$ cat src/rtl/acc_core_pkg.sv
// core_pkg: shared types for the accumulator core.
//   OPC_BITS  - width of the opcode field at the top of each code word
//   opcode_t  - decoded instruction set (codes 6..14 are undefined)
//   state_t   - sequencer states
package core_pkg;

  localparam int unsigned OPC_BITS = 4;

  typedef enum logic [3:0] {
    OP_NOP  = 4'd0,
    OP_ADDI = 4'd1,
    OP_SUBI = 4'd2,
    OP_LDI  = 4'd3,
    OP_JMP  = 4'd4,
    OP_JZ   = 4'd5,
    OP_HALT = 4'd15
  } opcode_t;

  typedef enum logic [1:0] {
    S_IDLE  = 2'd0,
    S_FETCH = 2'd1,
    S_EXEC  = 2'd2,
    S_HALT  = 2'd3
  } state_t;

endpackage

$ cat src/rtl/acc_core_alu.sv
// acc_core_alu: combinational execute stage of the accumulator core.
// Ports:
//   opcode    in  opcode field of the fetched word
//   imm       in  immediate field of the fetched word
//   acc       in  current accumulator
//   pc        in  current program counter
//   acc_next  out accumulator after this instruction
//   pc_next   out program counter after this instruction
//   illegal   out opcode is undefined (executed as NOP)
//   is_halt   out opcode is HALT
module acc_core_alu
  import core_pkg::*;
#(
  parameter int unsigned OP_WIDTH   = 16,
  parameter int unsigned ADDR_WIDTH = 9,
  parameter int unsigned ACC_WIDTH  = 32
) (
  input  logic [OPC_BITS-1:0]          opcode,
  input  logic [OP_WIDTH-OPC_BITS-1:0] imm,
  input  logic [ACC_WIDTH-1:0]         acc,
  input  logic [ADDR_WIDTH-1:0]        pc,
  output logic [ACC_WIDTH-1:0]         acc_next,
  output logic [ADDR_WIDTH-1:0]        pc_next,
  output logic                         illegal,
  output logic                         is_halt
);

  logic [ACC_WIDTH-1:0]  imm_acc;
  logic [ADDR_WIDTH-1:0] imm_pc;

  // Size casts zero-extend or truncate the immediate to each destination.
  assign imm_acc = ACC_WIDTH'(imm);
  assign imm_pc  = ADDR_WIDTH'(imm);

  always_comb begin
    acc_next = acc;
    pc_next  = pc + ADDR_WIDTH'(1);
    illegal  = 1'b0;
    is_halt  = 1'b0;
    // Unknown opcode values (e.g. uninitialised RAM) fall into default.
    case (opcode_t'(opcode))
      OP_NOP:  ;
      OP_ADDI: acc_next = acc + imm_acc;
      OP_SUBI: acc_next = acc - imm_acc;
      OP_LDI:  acc_next = imm_acc;
      OP_JMP:  pc_next  = imm_pc;
      OP_JZ:   if (acc == '0) pc_next = imm_pc;
      OP_HALT: begin
        pc_next = pc;
        is_halt = 1'b1;
      end
      default: illegal = 1'b1;
    endcase
  end

endmodule

$ cat src/rtl/acc_core.sv
// acc_core: accumulator processor fetching opcodes from code RAM port B.
// Ports:
//   clock      in  core clock, rising edge
//   reset_n    in  synchronous active-low reset
//   run        in  level, free-running execution
//   step       in  pulse, execute one instruction while idle and run=0
//   clear      in  pulse, synchronous soft reset of architectural state
//   code_addr  out code RAM address (= pc)
//   code_we    out code RAM write enable, tied low
//   code_read  in  code RAM read data, one cycle after address
//   pc         out program counter
//   acc        out accumulator
//   retired    out saturating count of executed instructions
//   halted     out core is in S_HALT
//   illegal    out sticky undefined-opcode flag
//   led        out acc[3:0]
module acc_core
  import core_pkg::*;
#(
  parameter int unsigned OP_WIDTH   = 16,
  parameter int unsigned ADDR_WIDTH = 9,
  parameter int unsigned ACC_WIDTH  = 32,
  parameter int unsigned CNT_WIDTH  = 32
) (
  input  logic                  clock,
  input  logic                  reset_n,
  input  logic                  run,
  input  logic                  step,
  input  logic                  clear,
  output logic [ADDR_WIDTH-1:0] code_addr,
  output logic                  code_we,
  input  logic [OP_WIDTH-1:0]   code_read,
  output logic [ADDR_WIDTH-1:0] pc,
  output logic [ACC_WIDTH-1:0]  acc,
  output logic [CNT_WIDTH-1:0]  retired,
  output logic                  halted,
  output logic                  illegal,
  output logic [3:0]            led
);

  state_t                state_q, state_d;
  logic [ADDR_WIDTH-1:0] pc_q, pc_d;
  logic [ACC_WIDTH-1:0]  acc_q, acc_d;
  logic [CNT_WIDTH-1:0]  retired_q, retired_d;
  logic                  illegal_q, illegal_d;
  logic                  single_q, single_d;

  logic [ACC_WIDTH-1:0]  alu_acc;
  logic [ADDR_WIDTH-1:0] alu_pc;
  logic                  alu_illegal;
  logic                  alu_halt;

  acc_core_alu #(
    .OP_WIDTH  (OP_WIDTH),
    .ADDR_WIDTH(ADDR_WIDTH),
    .ACC_WIDTH (ACC_WIDTH)
  ) u_alu (
    .opcode  (code_read[OP_WIDTH-1 -: OPC_BITS]),
    .imm     (code_read[OP_WIDTH-OPC_BITS-1:0]),
    .acc     (acc_q),
    .pc      (pc_q),
    .acc_next(alu_acc),
    .pc_next (alu_pc),
    .illegal (alu_illegal),
    .is_halt (alu_halt)
  );

  always_comb begin
    state_d   = state_q;
    pc_d      = pc_q;
    acc_d     = acc_q;
    retired_d = retired_q;
    illegal_d = illegal_q;
    single_d  = single_q;
    if (clear) begin
      // Soft reset wins over any instruction in flight; it is not retired.
      state_d   = S_IDLE;
      pc_d      = '0;
      acc_d     = '0;
      retired_d = '0;
      illegal_d = 1'b0;
      single_d  = 1'b0;
    end else begin
      case (state_q)
        S_IDLE: begin
          if (run) begin
            state_d  = S_FETCH;
            single_d = 1'b0;
          end else if (step) begin
            state_d  = S_FETCH;
            single_d = 1'b1;
          end
        end
        S_FETCH: state_d = S_EXEC;
        S_EXEC: begin
          pc_d      = alu_pc;
          acc_d     = alu_acc;
          illegal_d = illegal_q | alu_illegal;
          if (retired_q != '1) retired_d = retired_q + CNT_WIDTH'(1);
          if (alu_halt)                state_d = S_HALT;
          else if (single_q || !run)   state_d = S_IDLE;
          else                         state_d = S_FETCH;
        end
        S_HALT: state_d = S_HALT;
        default: state_d = S_IDLE;
      endcase
    end
  end

  always_ff @(posedge clock) begin
    if (!reset_n) begin
      state_q   <= S_IDLE;
      pc_q      <= '0;
      acc_q     <= '0;
      retired_q <= '0;
      illegal_q <= 1'b0;
      single_q  <= 1'b0;
    end else begin
      state_q   <= state_d;
      pc_q      <= pc_d;
      acc_q     <= acc_d;
      retired_q <= retired_d;
      illegal_q <= illegal_d;
      single_q  <= single_d;
    end
  end

  assign code_addr = pc_q;
  assign code_we   = 1'b0;
  assign pc        = pc_q;
  assign acc       = acc_q;
  assign retired   = retired_q;
  assign halted    = (state_q == S_HALT);
  assign illegal   = illegal_q;
  assign led       = acc_q[3:0];

endmodule
$ cat config.mk
export PLATFORM = sky130hd
export DESIGN_NAME = acc_core
export DESIGN_NICKNAME = d
export VERILOG_FILES = /design/src/rtl/acc_core_pkg.sv /design/src/rtl/acc_core_alu.sv /design/src/rtl/acc_core.sv
export SDC_FILE = /design/constraint.sdc
export NUM_CORES = 1
export LEC_CHECK = 0
export CAP_MARGIN = 20
export CORE_MARGIN = 3
export CORE_UTILIZATION = 52
export CTS_BUF_LIST = sky130_fd_sc_hd__clkbuf_4 sky130_fd_sc_hd__clkbuf_8 sky130_fd_sc_hd__clkbuf_16
export DETAILED_ROUTE_END_ITERATION = 12
export PLACE_DENSITY = 0.77
export SLEW_MARGIN = 5
export SYNTH_ARGS = -nofsm -noshare
export SYNTH_HDL_FRONTEND = slang
export SYNTH_SLANG_ARGS = --single-unit
$ cat constraint.sdc
create_clock -name clock -period 5.7 [get_ports clock]
set_clock_uncertainty 0.1 [all_clocks]
set_input_delay 1.14 -clock clock [delete_from_list [all_inputs] [get_ports clock]]
set_output_delay 1.14 -clock clock [all_outputs]
set_load 0.02 [all_outputs]
==> flow_metrics.env <==
export IMPL_outcome="finished clean"
export IMPL_place_inst=889
export IMPL_timing_fmax_mhz=201.2
export IMPL_grt_max_degree=59
export IMPL_rsz0062_at_grt="false"
export IMPL_coreArea_um2=9864
export IMPL_p_seq_share_pct=48.9
export IMPL_switchingPower_mw=0.3046
export IMPL_synth_area_per_cell_um2=7.863
export IMPL_antenna_found_initial=0
export IMPL_cp_start_kind="input pin"
export IMPL_path_cells="clkdlybuf4s50_1 -> or3_1 -> or3b_2 -> nor2_1 -> buf_4 -> a21oi_1 -> xnor2_1 -> ha_1 -> and3_1 -> and3_1 -> a22o_1 -> a2111oi_4 -> o31ai_1 -> xnor2_1 -> mux2i_1 -> a21oi_1"
export IMPL_syn_to_final_growth_pct=25.05
export IMPL_power_total_mw=1.105
export IMPL_antenna_left=0
export IMPL_finalHoldViolCount=0
export IMPL_first_pass_iters=5
export IMPL_cp_end_kind="flip-flop"
export IMPL_cts_num_sinks=77
export IMPL_fin_tns_setup_ps=0
export IMPL_slew_viol_final=0
export IMPL_cap_viol_max_count=0
export IMPL_clk_pin_slew_ps=100
export IMPL_clockBufferDepth=2
export IMPL_cts_tree="yes"
export IMPL_viasPerCell=5.883
export IMPL_p_leak_nw=2.700
export IMPL_p_per_area_nw_per_um2=166.3
export IMPL_start_util_pct=53.88
export IMPL_finalCritPeriodShare_pct=87.18
export IMPL_dieArea_um2=11470
export IMPL_yosysTopAreaCellShare_pct=29.00
export IMPL_ctsResizeCount=0
export IMPL_drc=0
export IMPL_rows=36
export IMPL_worst_pin_slew_ps=1068
export IMPL_yosys_area_top_type="dfxtp_1"
export IMPL_cp_arrival_ps=5070
export IMPL_dieWidth_um=107.1
export IMPL_slowest_delay_ps=530
export IMPL_cts_hold_buf=0
export IMPL_drt_iter0_markers=343
export IMPL_critPathTopFamily="simple AND/OR/NAND/NOR gates"
export IMPL_critPathRequiredTime_ps=5800
export IMPL_io_buffers=108
export IMPL_grt_total_usage_pct=25.63
export IMPL_ys_flop_type="dfxtp_1"
export IMPL_stdcell_count=905
export IMPL_critPathKind="input pin to flip-flop"
export IMPL_ys_ff_latch=77
export IMPL_gp_congestion=0.8886
export IMPL_hold_path_class="flip-flop to flip-flop"
export IMPL_fin_hold_ws_ps=406.1
export IMPL_cts_setup_buffers=0
export IMPL_synthArstFlopShare_pct=0
export IMPL_wl_per_cell_um=16.33
export IMPL_netlist_cell_type_count=55
export IMPL_crit_slowest_cell="clkdlybuf4s50_1"
export IMPL_antennaDiodeCount=0
export IMPL_grt_ovfl_total=0
export IMPL_final_core_util_pct=67.38
export IMPL_dp_hpwl_mm=11.09
export IMPL_intPower_mw=0.8008
export IMPL_cts_max_level=3
export IMPL_netlist_area_um2=5315
export IMPL_peakVddDrop_uv=120.5
export IMPL_period_needed_ps=4969
export IMPL_p_sw_share_pct=27.56
export IMPL_drive_above_1_share_pct=4.793
export IMPL_yosysSeqAreaShare_pct=29.00
export IMPL_clockPowerShare_pct=40.6
export IMPL_wl_mm=14.78
export IMPL_clock_latency_ps=350
export IMPL_syn_instance_count=676
export IMPL_num_vias=5324
export IMPL_fin_nets=824
export IMPL_cts_made_buffers=9
export IMPL_path_buf_inv=2
export IMPL_power_frac_comb_pct=10.5
export IMPL_yosys_warnings=0
export IMPL_crit_path_max_fanout=6
export IMPL_die_h_um=107.1
export IMPL_synth_top_cells_by_area="dfxtp_1 (29%), ha_1 (8.2%), a21oi_1 (5.9%), nor2_1 (5.5%), xor2_1 (5.4%)"
export IMPL_grt_pass1_wl_mm=24.03
export IMPL_synth_fp_nets=733
export IMPL_timing_slew_headroom_pct=28.51
export IMPL_grt_pass1_vias=5083
export IMPL_setup_viol=0
export IMPL_synth_edf_count=0
export IMPL_ioPinCount=110
export IMPL_clockRootBuffer="clkbuf_8"
-- kinds of logic (layout without fill, tap and decap cells) --
| group | Yosys count | count (layout) | share of synthesized area (%) |
|---|---|---|---|
| xor gates and xnor gates | 64 | 64 | 10.55 |
| muxes | 6 | 6 | 1.130 |
| adders and majority gates | 36 | 36 | 8.616 |
| DFF | 77 | 77 | 29.00 |
| and+or+nand+nor | 266 | 266 | 25.16 |
| AOI/OAI and AO/OA | 176 | 176 | 20.93 |
| buffers and inverters | 50 | 146 | 4.543 |
| other | 1 | 1 | 0.07055 |
-- layer usage --
layer / track usage (%) / up-vias / part of all wire (%)
met2: 42.18 / 209 / 46
met4: 10.23 / 0 / 3.0
li1: - / 2580 / -
met3: 3.733 / 40 / 5.9
met1: 33.71 / 2495 / 45
met5: 0 / - / 0
-- Yosys cell counts (all sizes together), types with 11 or more instances --
cell type	count
o21ai	45
a21o	21
nand2	66
xor2	33
a21oi	63
dfxtp	77
nand3	20
and3	17
ha	35
clkbuf	19
nor3b	11
nor2	78
xnor2	31
inv	15
and2	11
buf	16
-- placed cells by master, fill, tap and decap left out, drive strengths merged, types with 8 or more instances in the layout --
master	n
clkbuf	9
a21oi	63
inv	20
dfxtp	77
nand4	8
xor2	33
or3	8
ha	35
a21o	21
and3	17
nand3	20
clkdlybuf4s50	108
and2	11
nor2	78
nor2b	10
nor4	10
nand2	66
o21ai	45
xnor2	31
nor3b	11
-- power groups by stage --
stage,logic (mW),registers [mW],clock network [mW]
detailed placement,0.114,0.553,0
CTS,0.114,0.541,0.459
finish,0.116,0.541,0.449
global route,0.127,0.541,0.477
floorplan,0.0723,0.553,0
global placement,0.111,0.553,0
-- worst paths after layout --
| kind | startpoint | to | slack (ps) | cells after the start |
|---|---|---|---|---|
| min | acc[19] | acc[19] | 410 | 2 |
| min reg2reg | acc[19] | acc[19] | 410 | 2 |
| max reg2reg | acc[0] | acc[18] | 2510 | 13 |
| max | code_read[3] | acc[31] | 730 | 16 |
-- stage by stage --
step,cell area (µm²),setup WS [ps]
after global placement,6437,471.6
final,6646,730.8
after global routing,6646,485.8
after CTS,6646,764.3
after floorplan,5315,1091
after detailed placement,6437,410.5
-- worst reg2reg max path, delay by kind of cell (launching register included) --
kind	cells	cell delay, ps
flip-flops	1	360
XOR/XNOR	1	160
adder cells (fa/ha/maj)	2	560
buffers and inverters	2	130
AO/OA/AOI/OAI	8	1760
-- area by class of cell --
cell class                 count  area, µm²
fill                         841       3218
inverter                      15      56.30
multi-input combinational    549       3540
clock buffer                   9      123.9
timing repair buffer         115       1134
clock inverter                 7      85.08
tap                          133      166.4
sequential                    77       1541
-- sequential cells by signal, summed over array words and instances, names as in the netlist --
register   cells
acc           32
single_q       1
retired       32
illegal        1
code_addr      9
state_q        2
Note: power is estimated with default switching activity, not from simulation.
==> patch (config.mk and constraints unchanged) <==
Remove the case item `OP_SUBI` of the case on `opcode_t'(opcode)`.
--- a/src/rtl/acc_core_alu.sv
+++ b/src/rtl/acc_core_alu.sv
@@ -43,3 +43,2 @@
       OP_ADDI: acc_next = acc + imm_acc;
-      OP_SUBI: acc_next = acc - imm_acc;
       OP_LDI:  acc_next = imm_acc;
Behaviour: not the same (a bounded check fails within 4 cycles, from zero or initial values).
==> patch against the original RTL <==
Synthesized area is 19% lower. Sequential cell count stayed put. Highest routed layer unchanged. Wire length is 23% lower. Design area is 16% lower. Sequential share of layout area is 4.4 points higher. Power is 3.5% lower. Global-route usage is 1.7 points lower. Worst setup slack better by 0.88 ns. Core utilization is 3.4 points higher.
==> patch: results (changes against the original RTL) <==
post_cts resized 0 (unchanged); worst hold path class flop to flop; Largest delay share family, worst path compound AO/OA/AOI/OAI gates; initial drt markers 214 (-38%); critical path's largest stage delay 0.80 ns (+0.27 ns); Synth area leaders dfxtp_1, nor2_1, xnor2_1, xor2_1, nand2_1; Post-Route WL 11390 um (-23%); Placed Cells 714 (-20%); VDD IR max 121.7 uV (+0.94%); status complete, no violations; Post-synth top cells dfxtp_1, nor2_1, nand2_1; Pint 0.8173 mW (+2.1%); worst-margin pin slew 0.9305 ns (-0.1378 ns); vias in the first global route 3927 (-23%); Vias/cell 5.793 (-1.5%); Vias 4235 (-20%); synth unique cells 53 (-3.6%); sequential share of the synthesized area 35.64% (+6.6 points); crit path DAT 4.28 ns (-0.79 ns); layout cells sized above 1 4.769% (-0.023 points); Avg Inst Size Synth 7.995 um^2 (+1.7%); first-pass GRT wire length 19130 um (-20%); pin count of the biggest net entering global routing 56 (-5.1%); RD Place Congestion 0.8501 (-4.3%); CP Max Fanout 13 (+7); placed inst area 5345 um^2 (-17%); worst skew pair latency 0.36 ns; Place WS 1.326 ns (+0.9158 ns); Reg clk slew, reported paths 0.09 ns; syn_nets 577 (-21%); Leakage Power 1.950 nW (-28%); slowest stage cell, crit path a2bb2oi_1; Nets 660 (-20%)
[patch: changes by cell type after synthesis, moves of 10 or more]
cell / before / now
a21o_1: 21 / 6
o21ai_0: 45 / 27
ha_1: 35 / 14
nand4_1: 8 / 18
nand2_1: 66 / 54
a21oi_1: 63 / 36
[patch: final timing paths]
kind,start,endpoint,slack [ns],depth (start not counted)
min reg2reg,illegal,illegal,0.38,2
min,illegal,illegal,0.38,2
max,code_read[3],acc[31],1.61,9
max reg2reg,acc[3],acc[31],2.47,8
[patch: power groups by stage]
| stage | sequential (mW) | clock [mW] | combinational (mW) |
|---|---|---|---|
| 2_1_floorplan | 0.553 | 0 | 0.0331 |
| 3_3_place_gp | 0.553 | 0 | 0.0582 |
| 3_5_place_dp | 0.553 | 0 | 0.0596 |
| 4_1_cts | 0.540 | 0.473 | 0.0604 |
| 5_1_grt | 0.540 | 0.491 | 0.0685 |
| 6_report | 0.540 | 0.464 | 0.0627 |
[patch: final cells by class]
cell class              instances  area (um^2)
multi-input cells             418         2557
fillers                       653         2303
repair buffers                110         1109
well taps                     102        127.6
clock inverters                 6        87.58
flip-flops and latches         77         1541
inverters                       8        30.03
clock buffers                  10        131.4
[patch: cells by family after synthesis]
kind of cell	count (synthesis)	synth area share, %
AND/OR/NAND/NOR	242	28.35
AO/OA/AOI/OAI	108	15.39
flip-flops	77	35.64
XOR/XNOR	48	9.719
buffers and inverters	46	5.293
adder cells (fa/ha/maj)	15	4.513
multiplexers	4	1.012
other	1	0.08670
[patch: routing by layer]
layer / GRT usage, % / vias to the layer above / wire length, um
met4: 6.371 / 0 / 151
met1: 29.93 / 2004 / 4906
met5: 0 / - / 0
met2: 40.13 / 140 / 5521
li1: - / 2078 / -
met3: 7.035 / 13 / 813
